--- src/rtl/matrix_fill_ctrl.sv ---
// Sequencer that clears one matrix_unit slot, programs its dims, then streams row-major elements into it.
// Optional element range rejection is enabled by defining MATRIX_RANGE_CHK_EN.
module matrix_fill_ctrl #(
  parameter int MAX_DIM = 5
`ifdef MATRIX_RANGE_CHK_EN
  ,
  parameter logic signed [7:0] EL_MIN = -8'sd128,
  parameter logic signed [7:0] EL_MAX = 8'sd127
`endif
) (
  input  logic       clk,
  input  logic       rst,
  input  logic       start,
  input  logic       abort,
  input  logic [2:0] cfg_rows,
  input  logic [2:0] cfg_cols,
  input  logic       in_valid,
  input  logic [7:0] in_data,
  input  logic       in_last,
  output logic       in_ready,
  output logic       busy,
  output logic       done,
  output logic       err_dims,
  output logic       err_range,
  output logic [5:0] elem_cnt,
  output logic       mu_clear,
  output logic       mu_set_dims,
  output logic [2:0] mu_dims_r,
  output logic [2:0] mu_dims_c,
  output logic       mu_we,
  output logic [2:0] mu_w_row,
  output logic [2:0] mu_w_col,
  output logic [7:0] mu_w_data
);

  typedef enum logic [2:0] {
    S_IDLE, S_CLEAR, S_SETDIM, S_FILL, S_ABORT, S_DONE
  } state_t;

  state_t     state_q, state_d;
  logic [2:0] rows_q, rows_d, cols_q, cols_d;
  logic [2:0] row_q, row_d, col_q, col_d;
  logic [5:0] cnt_q, cnt_d;
  logic       err_dims_q, err_dims_d;
  logic       dims_ok, elem_ok, last_cell;

  assign dims_ok   = (cfg_rows != 3'd0) && (cfg_rows <= 3'(MAX_DIM)) &&
                     (cfg_cols != 3'd0) && (cfg_cols <= 3'(MAX_DIM));
  assign last_cell = (row_q == rows_q - 3'd1) && (col_q == cols_q - 3'd1);

`ifdef MATRIX_RANGE_CHK_EN
  logic err_range_q, err_range_d;
  assign elem_ok   = ($signed(in_data) >= EL_MIN) && ($signed(in_data) <= EL_MAX);
  assign err_range = err_range_q;
  always_ff @(posedge clk or posedge rst) begin
    if (rst) err_range_q <= 1'b0;
    else     err_range_q <= err_range_d;
  end
`else
  assign elem_ok   = 1'b1;
  assign err_range = 1'b0;
`endif

  always_comb begin
    state_d    = state_q;
    rows_d     = rows_q;
    cols_d     = cols_q;
    row_d      = row_q;
    col_d      = col_q;
    cnt_d      = cnt_q;
    err_dims_d = 1'b0;
    in_ready   = 1'b0;
    mu_we      = 1'b0;
`ifdef MATRIX_RANGE_CHK_EN
    err_range_d = 1'b0;
`endif
    case (state_q)
      S_IDLE: begin
        // abort has priority over start while idle
        if (!abort && start) begin
          if (dims_ok) begin
            rows_d  = cfg_rows;
            cols_d  = cfg_cols;
            row_d   = 3'd0;
            col_d   = 3'd0;
            cnt_d   = 6'd0;
            state_d = S_CLEAR;
          end else begin
            err_dims_d = 1'b1;
          end
        end
      end
      S_CLEAR:  state_d = abort ? S_ABORT : S_SETDIM;
      S_SETDIM: state_d = abort ? S_ABORT : S_FILL;
      S_FILL: begin
        if (abort) begin
          state_d = S_ABORT;
        end else begin
          in_ready = 1'b1;
          if (in_valid) begin
            if (elem_ok) begin
              mu_we = 1'b1;
              cnt_d = cnt_q + 6'd1;
              if (col_q == cols_q - 3'd1) begin
                col_d = 3'd0;
                row_d = row_q + 3'd1;
              end else begin
                col_d = col_q + 3'd1;
              end
              if (last_cell || in_last) state_d = S_DONE;
            end else begin
`ifdef MATRIX_RANGE_CHK_EN
              err_range_d = 1'b1;
`endif
            end
          end
        end
      end
      S_ABORT: state_d = S_IDLE;
      S_DONE:  state_d = S_IDLE;
      default: state_d = S_IDLE;
    endcase
  end

  always_ff @(posedge clk or posedge rst) begin
    if (rst) begin
      state_q    <= S_IDLE;
      rows_q     <= 3'd0;
      cols_q     <= 3'd0;
      row_q      <= 3'd0;
      col_q      <= 3'd0;
      cnt_q      <= 6'd0;
      err_dims_q <= 1'b0;
    end else begin
      state_q    <= state_d;
      rows_q     <= rows_d;
      cols_q     <= cols_d;
      row_q      <= row_d;
      col_q      <= col_d;
      cnt_q      <= cnt_d;
      err_dims_q <= err_dims_d;
    end
  end

  assign busy        = (state_q != S_IDLE);
  assign done        = (state_q == S_DONE);
  assign err_dims    = err_dims_q;
  assign elem_cnt    = cnt_q;
  assign mu_clear    = (state_q == S_CLEAR) || (state_q == S_ABORT);
  assign mu_set_dims = (state_q == S_SETDIM);
  assign mu_dims_r   = rows_q;
  assign mu_dims_c   = cols_q;
  assign mu_w_row    = row_q;
  assign mu_w_col    = col_q;
  assign mu_w_data   = in_data;

endmodule
--- config.mk ---
export PLATFORM = sky130hd
export DESIGN_NAME = matrix_fill_ctrl
export DESIGN_NICKNAME = d
export VERILOG_FILES = /design/src/rtl/matrix_fill_ctrl.sv
export SDC_FILE = /design/constraint.sdc
export NUM_CORES = 1
export LEC_CHECK = 0
export CAP_MARGIN = 20
export CELL_PAD_IN_SITES_DETAIL_PLACEMENT = 0
export CELL_PAD_IN_SITES_GLOBAL_PLACEMENT = 1
export CORE_ASPECT_RATIO = 0.7
export CORE_MARGIN = 3
export CORE_UTILIZATION = 36
export CTS_BUF_LIST = sky130_fd_sc_hd__clkbuf_4
export DETAILED_ROUTE_END_ITERATION = 16
export PLACE_DENSITY_LB_ADDON = 0.1
export REMOVE_ABC_BUFFERS = 1
export SYNTH_ARGS = -nofsm -noshare
export SYNTH_HDL_FRONTEND = slang
export SYNTH_SLANG_ARGS = --single-unit
--- constraint.sdc ---
create_clock -name clk -period 2.9 [get_ports clk]
set_input_delay 0.435 -clock clk [delete_from_list [all_inputs] [get_ports clk]]
set_output_delay 0.435 -clock clk [all_outputs]
set_load 0.02 [all_outputs]
Yosys cells after proc, flatten, opt, wreduce, memory -nomap -nowiden
Index checks and enable logic that the tools add are counted.
Cells by class
  $add $sub $neg: 5
  magnitude comparators: 2
  equality and inequality tests: 14
  multiplexer cells: 31
  reductions and logical operators: 17
Operators by type and width (count)
  $mux W3: 15
  $mux W6: 4
  $pmux W3 S2: 2
  $pmux W3 S4: 1
  $pmux W6 S2: 1
  $ne A2 B2 Y1 const B: 5
  $reduce_bool A3 Y1: 3
  $mux W1: 8
  $add A3 B1 Y3 const B: 2
  $add A6 B1 Y6 const B: 1
  $eq A3 B2 Y1 const B: 2
  $eq A3 B3 Y1: 2
  $eq A3 B3 Y1 const B: 2
  $le A3 B3 Y1 const B: 2
  $ne A3 B3 Y1 const B: 2
  $reduce_and A6 Y1: 1
  $sub A3 B1 Y3 const B: 2
  $logic_and A1 B1 Y1: 5
  $reduce_and A5 Y1: 1
  $reduce_and A4 Y1: 1
  $eq A3 B1 Y1 const B: 1
  $logic_not A3 Y1: 1
  $reduce_and A3 Y1: 1
  $logic_or A1 B1 Y1: 2
  other kinds (2): 2
Word-level totals
  flip-flop bits (word level): 22
  bits of input ports: 20
  output and inout port bits: 34
  logic and storage cells: 76

Logic depth before layout (Yosys ltp)
Gate-level depths: netlist of the first run.
  word-level depth: 8
  gate-level depth with buffers: 7
  mapped depth without buffers: 7

Least setup slack after synthesis of the first run
Ideal clock, no wire load.
  path type: register -> register
  from: reg cols_q[0] (netlist: mu_dims_c[0])
  to: reg row_q[0] (netlist: mu_w_row[0])
  setup time: 125 ps
  data arrival time: 2017 ps
  data required time: 2775 ps
  slack: 758 ps
  stages on the path, launching flop included: 8
  buffers on the path: 0
  clock period less this slack: 2142 ps
  cell sequence: dfrtp_1 inv_1 ha_1 xnor3_1 nand3_1 o2bb2a_4 or3_4 mux2_4
On the way
  longest elaborated chain between the ends: 4
RTL lines
  start: declaration: RTL line 41  | logic [2:0] rows_q, rows_d, cols_q, cols_d;
  start signal: assignment: RTL line 137  | cols_q <= cols_d;
  $sub A3 B1 Y3: RTL line 104  | if (col_q == cols_q - 3'd1) begin
  $eq A3 B3 Y1: RTL line 104
  $ne A2 B2 Y1 (no line)
  $reduce_and A6 Y1 (no line)
  end signal: assignment: RTL line 138  | row_q <= row_d;
  end: declaration: RTL line 42  | logic [2:0] row_q, row_d, col_q, col_d;
Every way passes these cells.
A chain may end at the register's enable or synchronous reset.

Final worst setup path of the first run
  from: reg state_q[1]
  to: out mu_we
On the way
  longest elaborated chain between the ends: 2
RTL lines
  start: declaration: RTL line 40  | state_t state_q, state_d;
  start signal: assignment: RTL line 135  | state_q <= state_d;
  $eq A3 B2 Y1: RTL line 77  | case (state_q)
  $mux W1: RTL line 77
  end: declaration: RTL line 30  | output logic mu_we,
Every way passes these cells.

==> flow_metrics.env, run 1 <==
export IMPL_synth_seq_cells=22
export IMPL_clk_latency_ns=0.32
export IMPL_worstPathMaxFanout=10
export IMPL_wire_per_inst_um=14.6
export IMPL_post_cts_resized=0
export IMPL_num_nets_final=192
export IMPL_fin_ws_ns=0.415
export IMPL_peakVddDrop_mv=0.379
export IMPL_vias=1098
export IMPL_status="finished clean"
export IMPL_grt_pass1_wl_mm=5.55
export IMPL_crit_type="flip-flop to primary output"
export IMPL_drc=0
export IMPL_area_growth_pct=27.6
export IMPL_multi_input_area_sq_um=712
export IMPL_initial_utilization=0.384
export IMPL_worst_pin_slew_ns=0.900
export IMPL_synth_warnings=0
export IMPL_grt_start_max_net_pins=23
export IMPL_ys_seq_area_frac=0.395
export IMPL_instances_no_fill=216
export IMPL_postSynthCellCount=139
export IMPL_cp_start_kind="flip-flop"
export IMPL_drt_iter0_drc=15
export IMPL_synth_cell_types=40
export IMPL_clk_pin_slew_ns=0.14
export IMPL_cts_tree="built"
export IMPL_p_leak_nw=0.765
export IMPL_cts_hold_buf=0
export IMPL_synth_edf_count=0
export IMPL_synth_ff_type="dfrtp_1"
export IMPL_wl_mm=3.15
export IMPL_numCtsBuffers=3
export IMPL_ios=54
export IMPL_grtUsageTotal=0.149
export IMPL_placed_cells=212
export IMPL_port_buffers=36
export IMPL_critPathRequiredTime_ns=2.47
export IMPL_period_minus_slack_ns=2.49
export IMPL_coreArea_sq_um=3630
export IMPL_syn_area_per_cell_sq_um=10.0
export IMPL_worst_hold_slack_ns=0.558
export IMPL_antenna_left=0
export IMPL_drtPass1Iterations=4
export IMPL_fin_total_pwr_mw=1.10
export IMPL_antenna_found_initial=0
export IMPL_drv_cap=0
export IMPL_fp_row_count=18
export IMPL_hold_viol_final=0
export IMPL_grt_pass1_vias=1166
export IMPL_die_w_um=80.4
export IMPL_fin_util=0.491
export IMPL_via_per_inst=5.08
export IMPL_ys_async_sr_fraction=1.00
export IMPL_design_area_sq_um=1780
export IMPL_powerDensity_nw_per_um2=619
export IMPL_clock_sinks=22
export IMPL_fp_dieArea_sq_um=4670
export IMPL_regArea_sq_um=551
export IMPL_syn_cell_area_sq_um=1390
export IMPL_gp_congestion=0.782
export IMPL_pre_cts_slack_ns=0.396
export IMPL_rsz0062_at_grt="no"
export IMPL_ctsHtreeMaxLevel=1
export IMPL_clock_path_buffers=2
export IMPL_timing_final_max_slew_violations=0
export IMPL_layout_drive_gt1_share=0.114
export IMPL_place_area_sq_um=1730
export IMPL_tns_ns=0
export IMPL_hold_class="flip-flop to flip-flop"
export IMPL_overflow=0
export IMPL_hpwl_mm=2.36
export IMPL_cts_setup_buffers=0
export IMPL_root_buffer="clkbuf_4"
export IMPL_cp_end_kind="primary output"
export IMPL_n_antenna_cell=0
export IMPL_arrival_ns=2.05
export IMPL_die_h_um=58.1
export IMPL_setup_viol=0
export IMPL_finalCritPeriodShare=0.857
export IMPL_fmaxAchievable_mhz=402
export IMPL_relSlewSlack=0.399
export IMPL_fillCellCount=346
export IMPL_fin_skew_ns=0.0147
-- cell usage in the layout, fill, tap and decap left out, drive strengths merged, types with 4 or more instances in the layout --
master / count
o31ai: 4
o21ai: 9
ha: 5
or3: 6
mux2: 8
nand3: 4
nor3: 6
nand2: 8
xor2: 5
dfrtp: 22
clkdlybuf4s50: 36
nor2: 8
inv: 7
-- cells by family after synthesis --
group	after synthesis	share of synthesized area
AOI/OAI and AO/OA	25	0.133
muxes	8	0.0673
and+or+nand+nor	46	0.189
adders and majority gates	6	0.0521
buffers and inverters	22	0.0943
DFF	22	0.395
other	1	0.00269
xor gates and xnor gates	9	0.0664
-- final cells by class --
cell class | instances | area share
well taps | 50 | 0.0352
flip-flops and latches | 22 | 0.309
clock inverters | 1 | 0.0169
inverters | 7 | 0.0148
multi-input cells | 95 | 0.400
repair buffers | 38 | 0.211
clock buffers | 3 | 0.0127
-- state kept, by name (all words and copies together), names as in the netlist --
signal     cells
mu_w_col       3
elem_cnt       6
mu_w_row       3
state_q        3
mu_dims_c      3
err_dims       1
mu_dims_r      3
-- where the power goes --
group	leakage, nW	internal (mW)	total (mW)	switching [mW]
clock	0.0279	0.140	0.242	0.103
combinational	0.445	0.232	0.447	0.214
sequential	0.293	0.355	0.412	0.0569
-- Yosys cell counts, types with 2 or more instances --
| cell | n | area (sq um) |
|---|---|---|
| a21boi_0 | 3 | 22.5 |
| a22o_1 | 2 | 17.5 |
| and3b_1 | 2 | 17.5 |
| buf_4 | 11 | 82.6 |
| clkbuf_1 | 3 | 11.3 |
| dfrtp_1 | 22 | 551 |
| ha_1 | 5 | 62.6 |
| inv_1 | 7 | 26.3 |
| mux2_2 | 7 | 78.8 |
| nand2_1 | 8 | 30.0 |
| nand2b_1 | 3 | 18.8 |
| nand3_1 | 4 | 20.0 |
| nor2_1 | 8 | 30.0 |
| nor2b_1 | 2 | 12.5 |
| nor3_1 | 6 | 30.0 |
| o21ai_0 | 9 | 45.0 |
| o31ai_1 | 4 | 30.0 |
| or3_1 | 5 | 31.3 |
| xnor2_1 | 3 | 26.3 |
| xor2_1 | 5 | 43.8 |
-- worst paths after layout --
kind	cells past startpoint	from	slack, ns	end
max	5	state_q[1]	0.41	mu_we
min	1	mu_dims_c[1]	0.56	mu_dims_c[1]
max reg2reg	7	mu_dims_c[0]	0.72	mu_w_row[0]
min reg2reg	1	mu_dims_c[1]	0.56	mu_dims_c[1]
max in group asynchronous	2	rst	1.75	mu_dims_c[1]
min in group asynchronous	2	rst	0.59	state_q[1]
-- critical path: stages, from the launching register on --
cell and delay [ns]:
dfrtp_1 0.55, nand2_1 0.15, nor3_1 0.21, nand2_1 0.14
inv_1 0.08, clkdlybuf4s50_1 0.59
-- layer usage --
layer	GRT usage	routed length [um]	vias up
met1	0.189	1510	522
met4	0.0217	16	0
met5	0	0	-
met3	0.0559	200	2
met2	0.250	1420	41
li1	-	-	533
Note: power is estimated with default switching activity, not from simulation.
==> run 2: changes to the inputs <==
CTS_CLUSTER_SIZE = 16   (was unset)
GPL_TIMING_DRIVEN = 0   (was unset)
TNS_END_PERCENT = 20   (was unset)
==> run 2 against run 1 <==
Compared with the run above:
- via count shrank 3.0%
- non-clock buffer count shrank 2
- critical path type unchanged
- power shrank 0.54%
- highest routed layer unchanged
==> flow_metrics.env, run 2 (synthesis results as in run 1) <==
export IMPL_status="finished clean"
export IMPL_hold_class="flip-flop to flip-flop"
export IMPL_critical_path_max_stage_delay_ns=0.59
export IMPL_clk_pin_slew_ns=0.14
export IMPL_relSlewSlack=0.437
export IMPL_drt_iter0_drc=31
export IMPL_tns_ns=0
export IMPL_hold_viol_final=0
export IMPL_worstPathMaxFanout=10
export IMPL_place_area_sq_um=1710
export IMPL_antenna_left=0
export IMPL_fp_dieArea_sq_um=4670
export IMPL_r2r_end="mu_w_row[0]"
export IMPL_cts_setup_buffers=0
export IMPL_clk_latency_ns=0.32
export IMPL_gp_congestion=0.675
export IMPL_critPathSlowestCell="clkdlybuf4s50_1"
export IMPL_ios=54
export IMPL_grt_pass1_vias=1092
export IMPL_fmaxAchievable_mhz=394
export IMPL_critPathRequiredTime_ns=2.47
export IMPL_crit_type="flip-flop to primary output"
export IMPL_clock_path_buffers=2
export IMPL_holdPathStages=1
export IMPL_setup_viol=0
export IMPL_p_leak_nw=0.767
export IMPL_num_nets_final=190
export IMPL_finalCritPeriodShare=0.875
export IMPL_n_antenna_cell=0
export IMPL_ctsHtreeMaxLevel=1
export IMPL_arrival_ns=2.10
export IMPL_grt_start_max_net_pins=23
export IMPL_cp_common_cell="nand2_1"
export IMPL_fin_total_pwr_mw=1.09
export IMPL_grt_pass1_wl_mm=5.33
export IMPL_min_to="mu_dims_c[1]"
export IMPL_die_h_um=58.1
export IMPL_pre_cts_slack_ns=-0.0132
export IMPL_r2r_start="mu_dims_c[0]"
export IMPL_area_growth_pct=27.1
export IMPL_timing_final_max_slew_violations=0
export IMPL_worst_pin_slew_ns=0.844
export IMPL_root_buffer="clkbuf_4"
export IMPL_layout_cells_most_common_list="35 x clkdlybuf4s50_1, 22 x dfrtp_1, 9 x o21ai_0"
export IMPL_r2r_setup_slack_ns=0.73
export IMPL_final_common_cell="clkdlybuf4s50_1"
export IMPL_period_minus_slack_ns=2.54
export IMPL_port_buffers=36
export IMPL_cp_end_kind="primary output"
export IMPL_largest_register_ffs=6
export IMPL_die_w_um=80.4
export IMPL_design_area_sq_um=1770
export IMPL_cts_hold_buf=0
export IMPL_min_from="mu_dims_c[1]"
export IMPL_initial_utilization=0.384
export IMPL_r2r_cells=7
export IMPL_fin_skew_ns=0.0158
export IMPL_layout_drive_gt1_share=0.110
export IMPL_wl_mm=3.06
export IMPL_fp_row_count=18
export IMPL_drc=0
export IMPL_fin_ws_ns=0.363
export IMPL_antenna_found_initial=0
export IMPL_vias=1065
export IMPL_overflow=0
export IMPL_peakVddDrop_mv=0.352
export IMPL_clock_sinks=22
export IMPL_coreArea_sq_um=3630
export IMPL_drv_cap=0
export IMPL_cp_start_kind="flip-flop"
export IMPL_hpwl_mm=2.31
export IMPL_numCtsBuffers=3
export IMPL_rsz0062_at_grt="no"
export IMPL_powerDensity_nw_per_um2=618
export IMPL_via_per_inst=4.98
export IMPL_wire_per_inst_um=14.3
export IMPL_grtUsageTotal=0.147
export IMPL_drtPass1Iterations=4
export IMPL_cts_tree="built"
export IMPL_cp_cell_sequence="nand2_1 -> nor3_2 -> nand2_1 -> inv_1 -> clkdlybuf4s50_1"
-- run 2: cell count changes in the layout (fill, tap and decap cells not counted), sizes merged --
cell / previous run / this run
buf: 2 / 0
clkdlybuf4s50: 36 / 35
dlymetal6s2s: 0 / 1
-- run 2: worst max-delay path by stage --
stage | from | to | slack (ns) | cells after the start
final | state_q[1] | mu_we | 0.36 | 5
after global routing | state_q[1] | mu_we | 0.16 | 5
after CTS | abort | mu_we | 0.11 | 5
after detailed placement | abort | mu_we | -0.01 | 5
after global placement | abort | mu_we | 0.02 | 5
after floorplan | mu_dims_c[0] | mu_w_row[0] | 0.76 | 7
-- run 2: routing by layer --
metal,share of wire,track usage,wire (um),up-vias
met3,0.073,0.0575,222,2
met1,0.49,0.204,1490,492
met2,0.43,0.221,1320,41
met5,0,0,0,-
li1,-,-,-,530
met4,0.0062,0.0217,19,0
-- run 2: where the power goes --
part | leakage (nW) | internal [mW] | switching, mW
logic | 0.446 | 0.231 | 0.210
registers | 0.293 | 0.355 | 0.0598
clock network | 0.0279 | 0.140 | 0.0992
total | 0.767 | 0.726 | 0.369
-- run 2: final cells by class --
type	instances	area (sq um)
Clock buffer	3	22.5
Clock inverter	1	30.0
Fill cell	354	1850
Inverter	7	26.3
Multi-Input combinational cell	95	717
Sequential cell	22	551
Tap cell	50	62.6
Timing Repair Buffer	36	363
-- run 2: per-stage QoR --
step / util / instances / hold slack (ns)
after floorplan: - / 124 / 0.424
after global placement: 0.472 / 210 / 0.530
after detailed placement: 0.472 / 210 / 0.527
after CTS: 0.488 / 214 / 0.561
after global routing: 0.489 / 214 / 0.573
final: 0.489 / 214 / 0.556
-- run 2: what timing repair did --
action,CTS,global route
hold endpoints to repair,0,0
cloned,0,0
setup endpoints to repair,1,1
resized for setup,1,1
-- run 2: critical path, delay by kind of cell (launching register included) --
kind | cells | cell delay [ns]
simple gates | 3 | 0.56
flops | 1 | 0.55
buf+inv | 2 | 0.67
